==> config.mk <==
export PLATFORM = sky130hd
export DESIGN_NAME = fetchbuffer_queue_flat
export DESIGN_NICKNAME = d
export VERILOG_FILES = /design/src/rtl/fetchbuffer_queue_if.sv /design/src/rtl/fetchbuffer_queue.sv /design/src/flat_wrapper.sv
export SDC_FILE = /design/constraint.sdc
export NUM_CORES = 1
export LEC_CHECK = 0
export CORE_MARGIN = 2
export CORE_UTILIZATION = 45
export CTS_CLUSTER_SIZE = 28
export DETAILED_ROUTE_END_ITERATION = 10
export PLACE_DENSITY = 0.63
export SLEW_MARGIN = 5
export SYNTH_ARGS = -nofsm -noshare
export SYNTH_HDL_FRONTEND = slang
export SYNTH_SLANG_ARGS = --single-unit
==> constraint.sdc <==
create_clock -name clk -period 5.85 [get_ports clk]
set_clock_uncertainty 0.05 [all_clocks]
set_input_delay 1.17 -clock clk [delete_from_list [all_inputs] [get_ports clk]]
set_output_delay 1.17 -clock clk [all_outputs]
set_load 0.05 [all_outputs]
==> src/rtl/fetchbuffer_queue_if.sv <==
// Fetch-side bundle of the prefetch queue: redirect, instruction output and imem request/response channels.
// The master modport is the queue itself; slave is the core/memory environment around it.
interface fetchbuffer_queue_if;
    logic        redir_valid;
    logic [31:0] redir_addr;
    logic [1:0]  redir_mode;

    logic        out_valid;
    logic        out_ready;
    logic [31:0] out_instr;
    logic [31:0] out_pc;
    logic        out_error;

    logic        imem_valid;
    logic        imem_gnt;
    logic [31:0] imem_addr;
    logic [1:0]  imem_mode;
    logic        imem_ready;
    logic [31:0] imem_rdata;
    logic        imem_error;

    modport master (
        input  redir_valid, redir_addr, redir_mode,
        input  out_ready, imem_gnt, imem_ready, imem_rdata, imem_error,
        output out_valid, out_instr, out_pc, out_error,
        output imem_valid, imem_addr, imem_mode
    );

    modport slave (
        output redir_valid, redir_addr, redir_mode,
        output out_ready, imem_gnt, imem_ready, imem_rdata, imem_error,
        input  out_valid, out_instr, out_pc, out_error,
        input  imem_valid, imem_addr, imem_mode
    );
endinterface

==> src/rtl/fetchbuffer_queue.sv <==
// Prefetch queue: circular FIFO of fetched words with bounded in-flight requests,
// 16/32-bit instruction realignment across word boundaries, and single-cycle redirect flush.
module fetchbuffer_queue #(
    parameter int          DEPTH       = 8,
    parameter int          OUTSTANDING = 2,
    parameter logic [31:0] RESET_ADDR  = 32'h0,
    parameter logic [1:0]  RESET_MODE  = 2'b11
) (
    input logic                 clk,
    input logic                 rst,
    fetchbuffer_queue_if.master bus
);
    localparam int AW = $clog2(DEPTH);
    localparam int CW = $clog2(DEPTH + 1);
    localparam int IW = $clog2(OUTSTANDING + 1);
    localparam int SW = ((CW > IW) ? CW : IW) + 1;

    logic [31:0]   entry_data [DEPTH];
    logic          entry_err  [DEPTH];

    logic [AW-1:0] head, tail, head_next;
    logic [CW-1:0] count;
    logic [IW-1:0] inflight, inflight_next, drop;
    logic [31:0]   pc, fetch_addr;
    logic [1:0]    mode;
    logic          halt;

    logic [31:0]   head_word, next_word, instr;
    logic          head_err, next_err;
    logic          avail, is32, err, fire, pop, grant, resp, write;
    logic [SW-1:0] occupancy;

    assign head_next = head + AW'(1);
    assign head_word = entry_data[head];
    assign head_err  = entry_err[head];
    assign next_word = entry_data[head_next];
    assign next_err  = entry_err[head_next];

    // Decode the instruction at pc from the head entry, borrowing the next entry when it straddles
    always_comb begin
        avail = 1'b0;
        is32  = 1'b0;
        err   = 1'b0;
        instr = 32'h0;
        if (count != '0) begin
            if (!pc[1]) begin
                avail = 1'b1;
                is32  = (head_word[1:0] == 2'b11);
                err   = head_err;
                instr = is32 ? head_word : {16'h0, head_word[15:0]};
            end else if (head_word[17:16] != 2'b11) begin
                avail = 1'b1;
                err   = head_err;
                instr = {16'h0, head_word[31:16]};
            end else begin
                is32 = 1'b1;
                if (count >= CW'(2)) begin
                    avail = 1'b1;
                    err   = head_err | next_err;
                    instr = {next_word[15:0], head_word[31:16]};
                end else begin
                    avail = head_err;
                    err   = head_err;
                end
            end
        end
        if (err) begin
            instr = 32'h0;
        end
    end

    assign bus.out_valid = avail && !halt && !bus.redir_valid;
    assign bus.out_instr = instr;
    assign bus.out_error = err;
    assign bus.out_pc    = pc;

    // Occupancy counts reserved slots so every granted word is guaranteed a place on return
    assign occupancy      = SW'(count) + SW'(inflight);
    assign bus.imem_valid = rst && !halt && !bus.redir_valid &&
                            (inflight < IW'(OUTSTANDING)) && (occupancy < SW'(DEPTH));
    assign bus.imem_addr  = fetch_addr;
    assign bus.imem_mode  = mode;

    assign fire  = bus.out_valid && bus.out_ready;
    assign pop   = fire && (pc[1] || is32);
    assign grant = bus.imem_valid && bus.imem_gnt;
    assign resp  = bus.imem_ready;
    assign write = resp && (drop == '0) && !bus.redir_valid;

    assign inflight_next = inflight + IW'(grant) - IW'(resp);

    always_ff @(posedge clk) begin
        if (write) begin
            entry_data[tail] <= bus.imem_rdata;
            entry_err[tail]  <= bus.imem_error;
        end
    end

    // A redirect keeps inflight but marks every owed response as stale via drop
    always_ff @(posedge clk or negedge rst) begin
        if (!rst) begin
            head       <= '0;
            tail       <= '0;
            count      <= '0;
            inflight   <= '0;
            drop       <= '0;
            pc         <= RESET_ADDR;
            fetch_addr <= RESET_ADDR;
            mode       <= RESET_MODE;
            halt       <= 1'b0;
        end else begin
            inflight <= inflight_next;
            if (bus.redir_valid) begin
                count      <= '0;
                head       <= tail;
                pc         <= bus.redir_addr & 32'hFFFF_FFFE;
                fetch_addr <= bus.redir_addr & 32'hFFFF_FFFC;
                mode       <= bus.redir_mode;
                halt       <= 1'b0;
                drop       <= inflight_next;
            end else begin
                if (grant) begin
                    fetch_addr <= fetch_addr + 32'd4;
                end
                if (resp && (drop != '0)) begin
                    drop <= drop - IW'(1);
                end
                if (write) begin
                    tail <= tail + AW'(1);
                end
                if (pop) begin
                    head <= head_next;
                end
                count <= count + CW'(write) - CW'(pop);
                if (fire) begin
                    pc <= pc + (is32 ? 32'd4 : 32'd2);
                    if (err) begin
                        halt <= 1'b1;
                    end
                end
            end
        end
    end
endmodule

==> src/flat_wrapper.sv <==
// flat-port wrapper written by rule: the top's interface ports become plain ports
module fetchbuffer_queue_flat 
#(
    parameter int          DEPTH       = 8,
    parameter int          OUTSTANDING = 2,
    parameter logic [31:0] RESET_ADDR  = 32'h0,
    parameter logic [1:0]  RESET_MODE  = 2'b11
)
  (clk, rst, bus_redir_valid, bus_redir_addr, bus_redir_mode, bus_out_ready, bus_imem_gnt, bus_imem_ready, bus_imem_rdata, bus_imem_error, bus_out_valid, bus_out_instr, bus_out_pc, bus_out_error, bus_imem_valid, bus_imem_addr, bus_imem_mode);
  fetchbuffer_queue_if bus_i ();
  input logic clk;
  input logic rst;
  input wire logic [$bits(bus_i.redir_valid)-1:0] bus_redir_valid;
  input wire logic [$bits(bus_i.redir_addr)-1:0] bus_redir_addr;
  input wire logic [$bits(bus_i.redir_mode)-1:0] bus_redir_mode;
  input wire logic [$bits(bus_i.out_ready)-1:0] bus_out_ready;
  input wire logic [$bits(bus_i.imem_gnt)-1:0] bus_imem_gnt;
  input wire logic [$bits(bus_i.imem_ready)-1:0] bus_imem_ready;
  input wire logic [$bits(bus_i.imem_rdata)-1:0] bus_imem_rdata;
  input wire logic [$bits(bus_i.imem_error)-1:0] bus_imem_error;
  output wire logic [$bits(bus_i.out_valid)-1:0] bus_out_valid;
  output wire logic [$bits(bus_i.out_instr)-1:0] bus_out_instr;
  output wire logic [$bits(bus_i.out_pc)-1:0] bus_out_pc;
  output wire logic [$bits(bus_i.out_error)-1:0] bus_out_error;
  output wire logic [$bits(bus_i.imem_valid)-1:0] bus_imem_valid;
  output wire logic [$bits(bus_i.imem_addr)-1:0] bus_imem_addr;
  output wire logic [$bits(bus_i.imem_mode)-1:0] bus_imem_mode;
  assign bus_i.redir_valid = bus_redir_valid;
  assign bus_i.redir_addr = bus_redir_addr;
  assign bus_i.redir_mode = bus_redir_mode;
  assign bus_i.out_ready = bus_out_ready;
  assign bus_i.imem_gnt = bus_imem_gnt;
  assign bus_i.imem_ready = bus_imem_ready;
  assign bus_i.imem_rdata = bus_imem_rdata;
  assign bus_i.imem_error = bus_imem_error;
  assign bus_out_valid = bus_i.out_valid;
  assign bus_out_instr = bus_i.out_instr;
  assign bus_out_pc = bus_i.out_pc;
  assign bus_out_error = bus_i.out_error;
  assign bus_imem_valid = bus_i.imem_valid;
  assign bus_imem_addr = bus_i.imem_addr;
  assign bus_imem_mode = bus_i.imem_mode;
  fetchbuffer_queue #(.DEPTH(DEPTH), .OUTSTANDING(OUTSTANDING), .RESET_ADDR(RESET_ADDR), .RESET_MODE(RESET_MODE)) u_core (.clk(clk), .rst(rst), .bus(bus_i));
endmodule
=== After elaboration in Yosys (flattened, before gate mapping) ===
Memories as Yosys holds them, arrays and structs flattened.
Index checks and enable logic that the tools add are counted.

* Register bits: 81
* Memory bits (writable): 264
* Bits of input ports: 73
* Output and inout port bits: 101
* Logic and storage cells: 85
* Memories: 2

{| class="wikitable"
|+ Memory list
! memory !! depth !! width !! rd ports !! clocked after Yosys merged registers in !! write ports !! line !! text
|-
| u_core.entry_data || 8 || 32 || 2 || 0 || 1 || fetchbuffer_queue.sv:18 || <nowiki>logic [31:0] entry_data [DEPTH];</nowiki>
|-
| u_core.entry_err || 8 || 1 || 2 || 0 || 1 || fetchbuffer_queue.sv:19 || <nowiki>logic entry_err [DEPTH];</nowiki>
|}

* Add/subtract/negate cells: 10
* $lt $le $gt $ge: 3
* Equality and inequality tests: 2
* Multiplexer cells: 32
* Bitwise gates (word level): 2
* Reductions and logical operators: 25

{| class="wikitable"
|+ Operator list
! operator !! number
|-
| 32-bit two-way mux || 10
|-
| 32-bit by 3-bit adder with 32-bit output, second input constant || 1
|-
| 32-bit adder || 1
|-
| 1-bit two-way mux || 16
|-
| 1-bit logical AND || 12
|-
| 2-bit nonzero test || 6
|-
| 3-bit two-way mux || 3
|-
| 3-bit by 1-bit adder with 3-bit output, second input constant || 2
|-
| 4-bit by 2-bit adder with 5-bit output || 1
|-
| 5-bit by 4-bit < comparator with 1-bit output, second input constant || 1
|-
| 4-bit by 1-bit adder with 4-bit output || 1
|-
| 4-bit by 2-bit greater-or-equal comparator with 1-bit output, second input constant || 1
|-
| 2-bit two-way mux || 2
|-
| 4-bit two-way mux || 1
|-
| 2-bit AND reduction || 2
|-
| 4-bit nonzero test || 1
|-
| 4-bit by 1-bit subtractor with 4-bit output || 1
|-
| 2-bit by 1-bit adder with 2-bit output || 1
|-
| 2-bit == test, second input constant || 1
|-
| 1-bit logical NOT || 2
|-
| 2-bit logical NOT || 1
|-
| 2-bit < comparator, second input constant || 1
|-
| 2-bit inequality test, second input constant || 1
|-
| 2-bit by 1-bit subtractor with 2-bit output || 1
|-
| 4 further kinds || 4
|}

=== Longest topological paths before layout ===
* Word-level depth: 11
* Mapped depth: 17
* Mapped depth without buffers: 17

=== Worst setup path before layout ===
OpenSTA, ideal clock, no wires.

* Kind: in2reg
* From: input port bus_redir_valid
* To: memory u_core.entry_data[0][0], enable pin
* Setup time: 0.464 ns
* Arrival: 4.219 ns
* Data required time: 5.336 ns
* Slack: 1.117 ns
* Cell stages on the path: 4
* Path buffers: 2
* Cell sequence: clkbuf_1 > clkbuf_1 > or3_1 > nor3_1

* Cells in the longest elaborated chain, start to end: 4

{| class="wikitable"
|+ RTL lines
! item !! line !! text
|-
| from (decl) || flat_wrapper.sv:13 || <nowiki>input wire logic [$bits(bus_i.redir_valid)-1:0] bus_redir_valid;</nowiki>
|-
| 1-bit logical NOT || fetchbuffer_queue.sv:88 || <nowiki>assign write = resp && (drop == '0) && !bus.redir_valid;</nowiki>
|-
| 1-bit logical AND || fetchbuffer_queue.sv:88 ||
|-
| 1-bit two-way mux || fetchbuffer_queue.sv:93 || <nowiki>if (write) begin</nowiki>
|-
| 1-bit two-way mux (implied by the code) || fetchbuffer_queue.sv:94 || <nowiki>entry_data[tail] <= bus.imem_rdata;</nowiki>
|-
| to (decl) || fetchbuffer_queue.sv:18 ||
|}

Every way passes these cells.

=== Final worst setup path ===
* From: register u_core.head[0]
* To: output port bus_out_instr[20]

* Cells in the longest elaborated chain, start to end: 8
* Elaborated cells on any way between the ends: 16
* Those cells by class: add/sub (1); eq/ne (2); mux (10); bitwise (1); memory (2)

{| class="wikitable"
|+ RTL lines
! item !! line !! text
|-
| from (decl) || fetchbuffer_queue.sv:21 || <nowiki>logic [AW-1:0] head, tail, head_next;</nowiki>
|-
| from (signal assigned) || fetchbuffer_queue.sv:115 || <nowiki>head <= tail;</nowiki>
|-
| from (signal assigned) || fetchbuffer_queue.sv:132 || <nowiki>head <= head_next;</nowiki>
|-
| 3-bit by 1-bit adder with 3-bit output || fetchbuffer_queue.sv:33 || <nowiki>assign head_next = head + AW'(1);</nowiki>
|-
| memory read 8 x 1 bit || - ||
|-
| 1-bit OR || fetchbuffer_queue.sv:59 || <nowiki>err = head_err | next_err;</nowiki>
|-
| 1-bit two-way mux || fetchbuffer_queue.sv:57 || <nowiki>if (count >= CW'(2)) begin</nowiki>
|-
| 1-bit two-way mux || fetchbuffer_queue.sv:51 || <nowiki>end else if (head_word[17:16] != 2'b11) begin</nowiki>
|-
| 1-bit two-way mux || fetchbuffer_queue.sv:46 || <nowiki>if (!pc[1]) begin</nowiki>
|-
| 1-bit two-way mux || fetchbuffer_queue.sv:45 || <nowiki>if (count != '0) begin</nowiki>
|-
| 32-bit two-way mux * || fetchbuffer_queue.sv:67 || <nowiki>if (err) begin</nowiki>
|-
| to (decl) || flat_wrapper.sv:22 || <nowiki>output wire logic [$bits(bus_i.out_instr)-1:0] bus_out_instr;</nowiki>
|}

Mark *: on every way between the ends. The rest lies on a longest branch, timed or not.

==> reports/results.ini <==
[synthesis]
synth_area_leaders=edfxtp_1, mux4_2, dfrtp_1, mux2i_1, o311ai_0
synth_cell_types=68
yosysTopAreaCellShare_pct=48.0
yosysTopAreaCell=edfxtp_1
synth_edf_count=264
synth-seq-area-share_pct=59.9
synth.yosys.warnings=0
avgSynthCellArea_um2=15.1
postSynth.asyncResetShare_pct=22.8
synth_area_mm2=0.0165
synthCells=1096
synth-main-ff-cell=edfxtp_1
synth_seq_cells=342

[grt]
grt_pass1_vias=10687
grt_pass1_wl_mm=63.7
antenna_found_initial=1
grt_max_degree=60
overflow=0
globalRouteTotalUtil_pct=21.9

[floorplan]
die_y_um=196
io_pins=174
rows=70
start_util_pct=45.4
die_x_um=196
die_area_mm2=0.0382
core_mm2=0.0363

[placement]
hpwl_mm=27.1
gp_congestion=0.843
post_dp_cell_area_mm2=0.0191
place_ws_ns=0.857
io_buffers=169

[finish]
drive_above_1_share_pct=21.3
fillers=2923
layout_common_cells=edfxtp_1, clkdlybuf4s50_1, mux4_2
nNetsFinal=1359
area_delta_synth_final_pct=22.9
final_area_mm2=0.0203
seq_area_mm2=0.00989
multi_input_area_mm2=0.00629
final_common_cell=edfxtp_1

[sta]
timing.slew.headroom_pct=36.2
slew_violations=0
rsz0062_at_grt=false
worst_slack_ns=0.340
tightest_slew_ns=0.954
hold_viol=0
min_period_over_period_pct=94.2
setup_viol=0
tns_ns=0
max_freq_ghz=0.181
fin_crit_ns=5.51

[run_status]
status=complete, no violations

[worst_setup_path]
critPathMaxFanout=34
r2r-start=u_core.head[0]
end_kind=output pin
worstPathRequired_ns=4.63
crit_type=reg -> out
worstPathArrival_ns=4.29
crit_path_start=u_core.head[0]
r2r_slack_ns=1.03
cp-start-kind=flop

[clocking]
cts_post_setup_buffers_inserted=0
insertion_delay_ns=0.54
cts.clk_slew.worst_paths_ns=0.06
cts_resized=0
cts_hold_buf=0
cts_tree=built
cts.sinks=342
cts_buffers=38
cts_root_buf=clkbuf_16
cts_max_level=2
cts_max_path_buffers=3

[worst_hold_path]
hold_class=in -> async

[pwr]
p_leak_nw=6.94
powerDensity_mw_per_mm2=453
ir_drop_mv=0.313
p_total_mw=9.20

[route]
vias=10592
antenna_left=0
drc=0
post_drt_via_cell_ratio=6.00
wl_mm=41.4
wl_per_cell_um=23.4
dr.pass1.iters=5
initialDrtViolationCount=918

[flow_run]
cap_violations=0

-- path summary, 6_finish.rpt --
kind,to,depth (start not counted)
min in group clk,u_core.bus.imem_addr[31],1
worst min-delay path,u_core.inflight[0],1
worst max-delay path,bus_out_instr[20],7
max in group asynchronous,u_core.bus.imem_addr[9],2
worst min register to register,u_core.bus.imem_addr[31],1
worst max register to register,u_core.bus.out_pc[29],13
-- routing by layer --
metal	up-vias	GRT usage (%)	part of all wire, %
met4	2	5.80	2.3
met2	379	35.9	48
li1	4779	-	-
met5	-	0	0.027
met1	5377	29.8	42
met3	55	4.73	7.3
-- power by group --
part	leakage [nW]	switching, mW	internal [mW]
Clock	0.578	0.948	1.33
Sequential	3.32	0.276	2.80
Combinational	3.04	2.07	1.78
Total	6.94	3.29	5.91
-- cell families (layout without fill, tap and decap cells) --
kind of cell	Yosys count	in the layout	synth area share, %
DFF	342	342	59.9
and+or+nand+nor	301	301	9.67
muxes	183	183	18.9
AOI/OAI and AO/OA	145	145	7.19
buffers and inverters	98	294	2.52
adders and majority gates	18	18	1.46
xor gates and xnor gates	8	8	0.424
other	1	6	0.0227
-- per-stage QoR --
step,instances,hold slack (ns),util [%]
final,1765,0.466,55.8
after floorplan,1098,0.443,-
after detailed placement,1696,0.452,52.6
after global placement,1696,0.445,52.6
after CTS,1762,0.463,55.8
after global routing,1762,0.476,55.8
-- flip-flops by register name, indices dropped and copies added, names as in the netlist --
register,count
u_core.drop,2
u_core.entry_err,8
u_core.halt,1
u_core.head,3
u_core.bus.imem_addr,30
u_core.tail,3
u_core.bus.imem_mode,2
u_core.count,4
u_core.bus.out_pc,31
u_core.entry_data,256
u_core.inflight,2
-- cell usage after synthesis, types with 12 or more instances --
cell type  instances
buf_2             17
a221o_1           15
and3_1            14
mux4_2           100
nand3_1           29
mux2i_1           62
ha_1              16
o311ai_0          35
clkbuf_1          34
nor2b_1           19
nor4_1            14
inv_1             30
nor3_1            17
mux2_2            20
nand4_1           19
nand2_1           65
o22a_1            13
o21ba_2           13
nor2_1            59
and2_1            12
dfrtp_1           76
edfxtp_1         264
-- worst max-delay path: stages, from the launching register on --
cell and delay [ns]:
dfrtp_4 0.72, ha_2 0.72, mux4_2 0.57, mux2_2 0.29
a41oi_2 0.31, nand3_1 0.53, nor2_1 0.44, buf_12 0.18
-- cell type report --
type                            count  share of cell area, %
Tap cell                          468                   2.89
Inverter                           31                  0.573
Clock buffer                       43                   4.78
Multi-Input combinational cell    658                   31.0
Sequential cell                   342                   48.7
Antenna cell                        3                 0.0370
Timing Repair Buffer              197                   10.9
Clock inverter                     23                   1.06
No activity file was read; power rests on OpenSTA's default activity.
